### config.mk
export PLATFORM = sky130hd
export DESIGN_NAME = uart_wb_cmd_gen_flat
export DESIGN_NICKNAME = d
export VERILOG_FILES = /design/src/rtl/uart_wb_cmd_gen_if.sv /design/src/rtl/uart_wb_cmd_gen.sv /design/src/flat_wrapper.sv
export SDC_FILE = /design/constraint.sdc
export NUM_CORES = 1
export LEC_CHECK = 0
export ABC_AREA = 1
export ABC_CLOCK_PERIOD_IN_PS = 3500
export BUFFER_PORTS_ARGS = -buffer_cell sky130_fd_sc_hd__buf_4
export CORE_ASPECT_RATIO = 1.25
export CORE_UTILIZATION = 58
export CTS_CLUSTER_DIAMETER = 120
export CTS_CLUSTER_SIZE = 28
export DETAILED_ROUTE_END_ITERATION = 8
export PLACE_DENSITY = 0.82
export SLEW_MARGIN = 20
export SYNTH_ARGS = -nofsm -noshare
export SYNTH_HDL_FRONTEND = slang
export SYNTH_SLANG_ARGS = --single-unit
export TNS_END_PERCENT = 50
### constraint.sdc
create_clock -name mclk -period 3.5 [get_ports mclk]
set_clock_uncertainty 0.15 [all_clocks]
set_input_delay 0.35 -clock mclk [delete_from_list [all_inputs] [get_ports mclk]]
set_output_delay 0.35 -clock mclk [all_outputs]
set_load 0.02 [all_outputs]
### src/rtl/uart_wb_cmd_gen_if.sv
`default_nettype none
// ============================================================================
//  Module   : uart_wb_cmd_gen_if
//  Brief    : Request/response and UART byte-stream bundle for uart_wb_cmd_gen.
//  Revision : 1.0 - initial release
// ============================================================================
interface uart_wb_cmd_gen_if;
  logic        cmd_req;
  logic        cmd_we;
  logic [31:0] cmd_addr;
  logic [31:0] cmd_wdata;
  logic        cmd_ack;
  logic [31:0] cmd_rdata;
  logic        cmd_err;
  logic        busy;
  logic [7:0]  tx_data;
  logic        tx_valid;
  logic        tx_ready;
  logic [7:0]  rx_data;
  logic        rx_valid;

  // master is the command generator; slave is the requester plus UART core side
  modport master (
    input  cmd_req, cmd_we, cmd_addr, cmd_wdata, tx_ready, rx_data, rx_valid,
    output cmd_ack, cmd_rdata, cmd_err, busy, tx_data, tx_valid
  );

  modport slave (
    output cmd_req, cmd_we, cmd_addr, cmd_wdata, tx_ready, rx_data, rx_valid,
    input  cmd_ack, cmd_rdata, cmd_err, busy, tx_data, tx_valid
  );
endinterface
`default_nettype wire

### src/rtl/uart_wb_cmd_gen.sv
`default_nettype none
// ============================================================================
//  Module   : uart_wb_cmd_gen
//  Brief    : Turns register read/write requests into ASCII "wm"/"rm" UART
//             commands and parses the hex read response into a 32-bit word.
//  Revision : 1.0 - initial release
// ============================================================================
module uart_wb_cmd_gen #(
  parameter logic [15:0] RESP_TIMEOUT = 16'd50000
) (
  input  logic              mclk,
  input  logic              reset_n,
  uart_wb_cmd_gen_if.master bus
);

  typedef enum logic [2:0] {
    S_IDLE    = 3'd0,
    S_TX      = 3'd1,
    S_RX_WAIT = 3'd2,
    S_RX_DATA = 3'd3,
    S_DONE    = 3'd4
  } state_t;

  localparam logic [7:0] c_ch_w    = 8'h77;
  localparam logic [7:0] c_ch_r    = 8'h72;
  localparam logic [7:0] c_ch_m    = 8'h6D;
  localparam logic [7:0] c_ch_sp   = 8'h20;
  localparam logic [7:0] c_ch_cr   = 8'h0D;
  localparam logic [7:0] c_ch_lf   = 8'h0A;
  localparam logic [4:0] c_wr_last = 5'd20;
  localparam logic [4:0] c_rd_last = 5'd11;

  function automatic logic [7:0] f_hex_char(input logic [3:0] n);
    f_hex_char = (n < 4'd10) ? {4'h3, n} : {4'h4, n - 4'd9};
  endfunction

  // {valid, nibble}; letters of either case land on 0x?1..0x?6
  function automatic logic [4:0] f_hex_val(input logic [7:0] b);
    if (b >= 8'h30 && b <= 8'h39)
      f_hex_val = {1'b1, b[3:0]};
    else if ((b >= 8'h41 && b <= 8'h46) || (b >= 8'h61 && b <= 8'h66))
      f_hex_val = {1'b1, b[3:0] + 4'd9};
    else
      f_hex_val = 5'd0;
  endfunction

  state_t      r_state;
  logic        r_we;
  logic [31:0] r_addr;
  logic [31:0] r_wdata;
  logic [4:0]  r_idx;
  logic [31:0] r_shift;
  logic [3:0]  r_ncnt;
  logic [15:0] r_tmo;
  logic        r_ack;
  logic        r_err;
  logic [31:0] r_rdata;
  logic        r_busy;
  logic        r_tx_valid;
  logic [7:0]  r_tx_data;

  logic [3:0]  w_anib;
  logic [3:0]  w_dnib;
  logic [7:0]  w_byte;
  logic [4:0]  w_rx_hex;
  logic        w_rx_ws;
  logic        w_tmo_exp;

  always_comb begin
    w_anib = 4'(r_addr  >> {5'd10 - r_idx, 2'b00});
    w_dnib = 4'(r_wdata >> {5'd19 - r_idx, 2'b00});
    w_byte = c_ch_lf;
    case (r_idx)
      5'd0:    w_byte = r_we ? c_ch_w : c_ch_r;
      5'd1:    w_byte = c_ch_m;
      5'd2:    w_byte = c_ch_sp;
      5'd11:   w_byte = r_we ? c_ch_sp : c_ch_lf;
      default: begin
        if (r_idx >= 5'd3 && r_idx <= 5'd10)
          w_byte = f_hex_char(w_anib);
        else if (r_idx >= 5'd12 && r_idx <= 5'd19)
          w_byte = f_hex_char(w_dnib);
      end
    endcase
  end

  assign w_rx_hex  = f_hex_val(bus.rx_data);
  assign w_rx_ws   = (bus.rx_data == c_ch_sp) || (bus.rx_data == c_ch_cr) ||
                     (bus.rx_data == c_ch_lf);
  assign w_tmo_exp = (r_tmo == RESP_TIMEOUT - 16'd1);

  // cmd_ack/cmd_err are set on the transition into DONE so they are high
  // exactly during the single DONE cycle.
  always_ff @(posedge mclk or negedge reset_n) begin
    if (!reset_n) begin
      r_state    <= S_IDLE;
      r_we       <= 1'b0;
      r_addr     <= 32'd0;
      r_wdata    <= 32'd0;
      r_idx      <= 5'd0;
      r_shift    <= 32'd0;
      r_ncnt     <= 4'd0;
      r_tmo      <= 16'd0;
      r_ack      <= 1'b0;
      r_err      <= 1'b0;
      r_rdata    <= 32'd0;
      r_busy     <= 1'b0;
      r_tx_valid <= 1'b0;
      r_tx_data  <= 8'd0;
    end else begin
      r_ack <= 1'b0;
      r_err <= 1'b0;
      case (r_state)
        S_IDLE: begin
          if (bus.cmd_req) begin
            r_we       <= bus.cmd_we;
            r_addr     <= bus.cmd_addr;
            r_wdata    <= bus.cmd_wdata;
            r_idx      <= 5'd0;
            r_tx_valid <= 1'b1;
            r_tx_data  <= bus.cmd_we ? c_ch_w : c_ch_r;
            r_busy     <= 1'b1;
            r_state    <= S_TX;
          end
        end
        S_TX: begin
          if (r_tx_valid) begin
            if (bus.tx_ready) begin
              r_tx_valid <= 1'b0;
              if (r_idx == (r_we ? c_wr_last : c_rd_last)) begin
                if (r_we) begin
                  r_ack   <= 1'b1;
                  r_state <= S_DONE;
                end else begin
                  r_tmo   <= 16'd0;
                  r_state <= S_RX_WAIT;
                end
              end else begin
                r_idx <= r_idx + 5'd1;
              end
            end
          end else begin
            r_tx_valid <= 1'b1;
            r_tx_data  <= w_byte;
          end
        end
        S_RX_WAIT: begin
          if (bus.rx_valid) begin
            r_tmo <= 16'd0;
            if (w_rx_hex[4]) begin
              r_shift <= {28'd0, w_rx_hex[3:0]};
              r_ncnt  <= 4'd1;
              r_state <= S_RX_DATA;
            end else if (!w_rx_ws) begin
              r_ack   <= 1'b1;
              r_err   <= 1'b1;
              r_state <= S_DONE;
            end
          end else if (w_tmo_exp) begin
            r_ack   <= 1'b1;
            r_err   <= 1'b1;
            r_state <= S_DONE;
          end else begin
            r_tmo <= r_tmo + 16'd1;
          end
        end
        S_RX_DATA: begin
          if (bus.rx_valid) begin
            r_tmo <= 16'd0;
            if (w_rx_hex[4] && r_ncnt != 4'd8) begin
              r_shift <= {r_shift[27:0], w_rx_hex[3:0]};
              r_ncnt  <= r_ncnt + 4'd1;
            end else if (bus.rx_data == c_ch_lf && r_ncnt == 4'd8) begin
              r_ack   <= 1'b1;
              r_rdata <= r_shift;
              r_state <= S_DONE;
            end else begin
              r_ack   <= 1'b1;
              r_err   <= 1'b1;
              r_state <= S_DONE;
            end
          end else if (w_tmo_exp) begin
            r_ack   <= 1'b1;
            r_err   <= 1'b1;
            r_state <= S_DONE;
          end else begin
            r_tmo <= r_tmo + 16'd1;
          end
        end
        S_DONE: begin
          r_busy  <= 1'b0;
          r_state <= S_IDLE;
        end
        default: r_state <= S_IDLE;
      endcase
    end
  end

  assign bus.cmd_ack   = r_ack;
  assign bus.cmd_err   = r_err;
  assign bus.cmd_rdata = r_rdata;
  assign bus.busy      = r_busy;
  assign bus.tx_valid  = r_tx_valid;
  assign bus.tx_data   = r_tx_data;

endmodule
`default_nettype wire

### src/flat_wrapper.sv
// flat-port wrapper written by rule: the top's interface ports become plain ports
module uart_wb_cmd_gen_flat 
#(
  parameter logic [15:0] RESP_TIMEOUT = 16'd50000
)
  (mclk, reset_n, bus_cmd_req, bus_cmd_we, bus_cmd_addr, bus_cmd_wdata, bus_tx_ready, bus_rx_data, bus_rx_valid, bus_cmd_ack, bus_cmd_rdata, bus_cmd_err, bus_busy, bus_tx_data, bus_tx_valid);
  uart_wb_cmd_gen_if bus_i ();
  input  logic mclk;
  input  logic reset_n;
  input wire logic [$bits(bus_i.cmd_req)-1:0] bus_cmd_req;
  input wire logic [$bits(bus_i.cmd_we)-1:0] bus_cmd_we;
  input wire logic [$bits(bus_i.cmd_addr)-1:0] bus_cmd_addr;
  input wire logic [$bits(bus_i.cmd_wdata)-1:0] bus_cmd_wdata;
  input wire logic [$bits(bus_i.tx_ready)-1:0] bus_tx_ready;
  input wire logic [$bits(bus_i.rx_data)-1:0] bus_rx_data;
  input wire logic [$bits(bus_i.rx_valid)-1:0] bus_rx_valid;
  output wire logic [$bits(bus_i.cmd_ack)-1:0] bus_cmd_ack;
  output wire logic [$bits(bus_i.cmd_rdata)-1:0] bus_cmd_rdata;
  output wire logic [$bits(bus_i.cmd_err)-1:0] bus_cmd_err;
  output wire logic [$bits(bus_i.busy)-1:0] bus_busy;
  output wire logic [$bits(bus_i.tx_data)-1:0] bus_tx_data;
  output wire logic [$bits(bus_i.tx_valid)-1:0] bus_tx_valid;
  assign bus_i.cmd_req = bus_cmd_req;
  assign bus_i.cmd_we = bus_cmd_we;
  assign bus_i.cmd_addr = bus_cmd_addr;
  assign bus_i.cmd_wdata = bus_cmd_wdata;
  assign bus_i.tx_ready = bus_tx_ready;
  assign bus_i.rx_data = bus_rx_data;
  assign bus_i.rx_valid = bus_rx_valid;
  assign bus_cmd_ack = bus_i.cmd_ack;
  assign bus_cmd_rdata = bus_i.cmd_rdata;
  assign bus_cmd_err = bus_i.cmd_err;
  assign bus_busy = bus_i.busy;
  assign bus_tx_data = bus_i.tx_data;
  assign bus_tx_valid = bus_i.tx_valid;
  uart_wb_cmd_gen #(.RESP_TIMEOUT(RESP_TIMEOUT)) u_core (.mclk(mclk), .reset_n(reset_n), .bus(bus_i));
endmodule
=== Word level (Yosys, flattened, before mapping) ===
Index checks and enable logic that the tools add are counted.

* Output and inout bits: 44
* Bits in registers: 169
* Input bits: 78
* Logic and storage cells: 159

* $add $sub $neg: 8
* Reduce and logical (&&, ||, !) cells: 26
* Equal/unequal tests: 28
* Multiplexer cells: 68
* Shifts and indexed selects: 2
* Bitwise operators: 1
* Magnitude comparators: 12

{| class="wikitable"
|+ Operators by type and width
! operator !! count
|-
| 32-bit two-way mux || 4
|-
| 16-bit two-way mux || 6
|-
| 32-bit one-hot mux with 2 select lines || 1
|-
| 32-bit by 7-bit right shift with 4-bit output || 2
|-
| 3-bit two-way mux || 13
|-
| 5-bit two-way mux || 7
|-
| 8-bit two-way mux || 4
|-
| 16-bit one-hot mux with 2 select lines || 1
|-
| 8-bit one-hot mux with 4 select lines || 1
|-
| 16-bit by 1-bit adder with 16-bit output (second input constant) || 1
|-
| 16-bit == test (second input constant) || 1
|-
| 8-bit by 4-bit == test with 1-bit output (second input constant) || 2
|-
| 8-bit by 7-bit >= comparator with 1-bit output (second input constant) || 2
|-
| 8-bit by 7-bit less-or-equal comparator with 1-bit output (second input constant) || 2
|-
| 1-bit two-way mux || 16
|-
| 4-bit two-way mux || 4
|-
| 8-bit one-hot mux with 2 select lines || 1
|-
| 7-bit two-way mux || 2
|-
| 2-bit inequality test (second input constant) || 7
|-
| 3-bit one-hot mux with 4 select lines || 1
|-
| 6-bit AND reduction || 2
|-
| 5-bit one-hot mux with 2 select lines || 1
|-
| 5-bit AND reduction || 2
|-
| 8-bit by 6-bit == test with 1-bit output (second input constant) || 1
|-
| other kinds (39) || 61
|}

=== Logic depth before layout (Yosys ltp) ===
* Depth after elaboration: 9
* Gate-level depth with buffers: 20
* Mapped depth without buffers: 19

=== Worst setup path before layout ===
OpenSTA, ideal clock, no wires.

* Path kind: reg2reg
* From: reg u_core.r_idx[0]
* To: reg u_core.r_tx_data[2] (netlist: u_core.bus.tx_data[2])
* Arrival: 2.203 ns
* Slack: 1.020 ns
* Cell stages (with the launch flop): 18
* Required time: 3.223 ns
* Clock period less this slack: 2.480 ns
* Cell sequence: dfrtp_1 > inv_2 > clkbuf_1 > ha_1 > clkbuf_1 > a21oi_1 > o21ai_0 > nand3_1 > nand3_1 > ha_1 > nand3_1 > nand2_1 > nand3_1 > nand2_1 > nand2_1 > nand2_1 > nand2_1 > a21oi_1

* Cells in the longest elaborated chain, start to end: 9
* Elaborated cells on any way between the ends: 25
* Those cells by class: add/sub: 4; order compare: 6; eq/ne: 3; shift: 2; mux: 7; reduce/logical: 3

{| class="wikitable"
|+ Ends and longest elaborated chain
! what !! RTL line !! RTL
|-
| from (decl) || uart_wb_cmd_gen.sv:51 || <nowiki>logic [4:0] r_idx;</nowiki>
|-
| from (signal assigned) || uart_wb_cmd_gen.sv:139 || <nowiki>r_idx <= r_idx + 5'd1;</nowiki>
|-
| 5-bit subtractor || uart_wb_cmd_gen.sv:71 || <nowiki>w_dnib = 4'(r_wdata >> {5'd19 - r_idx, 2'b00});</nowiki>
|-
| 32-bit by 7-bit right shift with 4-bit output || uart_wb_cmd_gen.sv:71 ||
|-
| 4-bit subtractor or 4-bit less-than comparator (tied branches) || uart_wb_cmd_gen.sv:34 || <nowiki>f_hex_char = (n < 4'd10) ? {4'h3, n} : {4'h4, n - 4'd9};</nowiki>
|-
| 7-bit two-way mux || uart_wb_cmd_gen.sv:34 ||
|-
| 8-bit two-way mux || uart_wb_cmd_gen.sv:81 || <nowiki>else if (r_idx >= 5'd12 && r_idx <= 5'd19)</nowiki>
|-
| 8-bit two-way mux || uart_wb_cmd_gen.sv:79 || <nowiki>if (r_idx >= 5'd3 && r_idx <= 5'd10)</nowiki>
|-
| 8-bit one-hot mux with 4 select lines (*) || uart_wb_cmd_gen.sv:73 || <nowiki>case (r_idx)</nowiki>
|-
| 8-bit two-way mux (*) || uart_wb_cmd_gen.sv:127 || <nowiki>if (r_tx_valid) begin</nowiki>
|-
| 8-bit one-hot mux with 2 select lines (*) || uart_wb_cmd_gen.sv:113 || <nowiki>case (r_state)</nowiki>
|-
| to (signal assigned) || uart_wb_cmd_gen.sv:121 || <nowiki>r_tx_data <= bus.cmd_we ? c_ch_w : c_ch_r;</nowiki>
|-
| to (signal assigned) || uart_wb_cmd_gen.sv:144 || <nowiki>r_tx_data <= w_byte;</nowiki>
|-
| to (decl) || uart_wb_cmd_gen.sv:60 || <nowiki>logic [7:0] r_tx_data;</nowiki>
|}

Mark *: on every way between the ends. The rest lies on a longest branch, timed or not. The select of a mux whose other input is x is not followed.
A chain may end at the register's enable or synchronous reset.

=== Worst setup path in the final report ===
* From: reg u_core.r_idx[3]
* To: reg u_core.r_tx_data[2] (netlist: u_core.bus.tx_data[2])

Same word-level chain as after synthesis.

==> metrics.cfg <==
[setup_path]
cp.arrival_ns = 3.00
r2r_slack_ns = 0.69
critPathKind = flop to flop
startpoint = u_core.r_idx[3]
reg2reg_depth = 18
cp.required_ns = 3.69
cp_common_cell = nand2_1
cp-end-kind = flop
start_kind = flop
r2r_end = u_core.bus.tx_data[2]
crit_chain = inv_2 -> ha_1 -> inv_1 -> nor2_1 -> nor3_4 -> nand2_1 -> nor2_1 -> inv_1 -> ha_1 -> nand4_1 -> nand2_1 -> nand2_1 -> nand3_1 -> nand2_1 -> nand2_1 -> nand2_1 -> nand2_1 -> a21oi_1
cp_num_cells = 18
cp_num_buf_inv = 3
cp-endpoint = u_core.bus.tx_data[2]
critPathSlowestCell = dfrtp_1
r2r-start = u_core.r_idx[3]
crit_family = simple AND/OR/NAND/NOR gates
cp_slowest_stage_delay_ns = 0.54
crit_fanout = 10

[grt]
antenna_found_initial = 0
gr-usage-met1 = 0.348
grt_pass1_vias = 7790
grt_max_degree = 105
grtUsageMet2 = 0.519
grt_use_total = 0.296
grt-ovfl-total = 0
top_usage_layer = met2
grt_first_pass_wirelength_um = 36500
use_met3 = 0.0717

[die]
floorplan.initialDensity = 0.598
io_pins = 122
die_w_um = 112
die_area_um2 = 15500
die_y_um = 139
core_area_um2 = 14500
rows = 49

[clock_tree]
cts_resized = 0
cts.clk_slew.worst_paths_ns = 0.06
cts_root_buf = clkbuf_16
clock-sinks = 168
cts_tree = done
holdBufCountCts = 50
post_cts_buffers = 0
cts_buffers = 17
insertion_delay_ns = 0.42
htree_num_levels = 4
clk_path_buf_depth = 2

[sta]
rsz0062_at_grt = false
worst_slack_ns = 0.689
fin_crit_sh = 0.803
fmax_mhz = 356
finalHoldViolations = 0
period_needed_ns = 2.81
setup_viol = 0
max_slew_margin = 0.303
slew_violations = 0
max_slew.worst_pin.slew_ns = 1.04
tns_ns = 0

[drt]
vias = 7551
first_iter_violations = 490
wl_per_cell_um = 15.3
firstDrtPassIters = 9
viasPerCell = 5.40
drc = 8
antenna_left = 0
wl_um = 21400

[logic_synthesis]
synth_cell_types = 52
synth_xor_area_frac = 0.00403
netlist_top_cells_area = dfrtp_1 (48%), nand2_1 (12%), inv_1 (5.4%)
synth-simple-area-share = 0.257
syn_area_um2 = 8690
synth.area.mux_share = 0.00259
synth_warnings = 0
synth_top_family_by_area = simple AND/OR/NAND/NOR gates
synth_compound_area_frac = 0.134
yosysTopAreaCell = dfrtp_1
synthCells = 1053
synth_fa_ha_area_frac = 0.0245
yosys.area.top_type_share = 0.484
avgSynthCellArea_um2 = 8.26
yosysSeqAreaShare = 0.484
ys_seq_elements = 168
syn-num-nets = 1148

[min_path]
hold_class = input pin to flop
hp-start = bus_cmd_wdata[29]

[final_layout]
fin_nets = 1305
syn_to_final_growth_pct = 22.9
diodes = 0
fin_area_um2 = 10700
drive_gt1_frac = 0.205

[placement]
gp_congestion = 0.878
post-place-ws_ns = 0.753
place_hpwl_um = 14000
post_dp_cell_area_um2 = 9650
numPortBuffers = 120

[power]
peakVddDrop_v = 0.000387
p_leak_nw = 5.21
powerDensity_nw_per_um2 = 699
p_total_mw = 7.47

[status]
status = finished with violations
violations = DRC

[flow_run]
cap_violations = 0

[state kept, by name, indices dropped and copies added, names as in the netlist, 3 cells and up]
register              flops
u_core.r_addr            32
u_core.bus.cmd_rdata     32
u_core.r_tmo             16
u_core.r_state            3
u_core.r_idx              5
u_core.r_wdata           32
u_core.r_ncnt             4
u_core.bus.tx_data        7
u_core.r_shift           32
[layer usage]
metal  up-vias  wire, um
met1      3565      8620
li1       3705         -
met4         0       624
met5         -         0
met2       228     11000
met3        53      1150
[area by class of cell]
cell class	instances	area, um2
Tap cell	178	223
Sequential cell	168	4200
Fill cell	1030	3840
Clock inverter	8	77.6
Clock buffer	21	450
Timing Repair Buffer	181	1500
Inverter	139	537
Multi-Input combinational cell	703	3690
[worst min path at each step]
stage	depth (start not counted)	slack, ns	end
6_report	3	0.008	u_core.r_wdata[29]
5_1_grt	3	0.0005	u_core.r_addr[8]
4_1_cts	3	0.0004	u_core.r_addr[20]
3_5_place_dp	1	0.26	u_core.r_addr[18]
3_3_place_gp	1	0.25	u_core.r_addr[18]
2_1_floorplan	0	-0.1	u_core.bus.busy
[synthesized netlist by cell type, drive strengths merged]
master	number
o31ai	1
o211ai	13
o21bai	1
xor2	3
a21boi	1
o22ai	4
or2	1
nand4	10
o2111ai	1
o21ai	138
conb	1
clkinv	1
dfrtp	168
a31oi	6
a211oi	1
clkbuf	17
nand3b	2
inv	138
ha	17
xnor2	1
and3	2
nor3b	2
nor3	15
o221ai	1
a21oi	28
nand3	86
buf	26
mux2	2
nor2	68
a2111oi	1
nor4	3
nand2	294
[metrics by stage]
| stage | util | hold slack (ns) | instances |
|---|---|---|---|
| 6_report | 0.736 | 0.00811 | 1398 |
| 5_1_grt | 0.736 | 0.000489 | 1398 |
| 4_1_cts | 0.735 | 0.000423 | 1397 |
| 3_5_place_dp | 0.664 | 0.257 | 1318 |
| 3_3_place_gp | 0.664 | 0.251 | 1318 |
| 2_1_floorplan | - | -0.0956 | 1053 |
[cell families after synthesis]
group | count (synthesis)
fa+ha+maj | 17
compound gates | 196
other cells | 1
flops | 168
simple gates | 483
mux | 2
buf+inv | 182
xor+xnor | 4
[tightest hold or removal path: cells and delay by family]
family / cells / cell delay (ns)
AND/OR/NAND/NOR: 2 / 0.12
buffers and inverters: 1 / 0.08
[where the power goes]
group | switching (mW) | leakage, nW | total, mW | internal [mW]
sequential | 0.402 | 2.10 | 3.00 | 2.60
clock | 0.729 | 0.255 | 1.71 | 0.982
combinational | 1.79 | 2.86 | 2.75 | 0.966
total | 2.92 | 5.21 | 7.47 | 4.55
[cells in the final DEF, fill, tap and decap left out, drive strengths merged, types with 2 or more instances in the layout]
master         n
clkinv         6
nor3b          2
nand3         86
nor4           3
o211ai        13
xor2           3
buf          130
nor2          68
a21oi         28
clkbuf        21
clkinvlp       2
nor3          15
ha            17
mux2           2
o21ai        138
a31oi          6
o22ai          4
nand3b         2
inv          138
dlygate4sd3   51
dfrtp        168
nand4         10
nand2        294
and3           2
(Power assumes the default switching activity.)
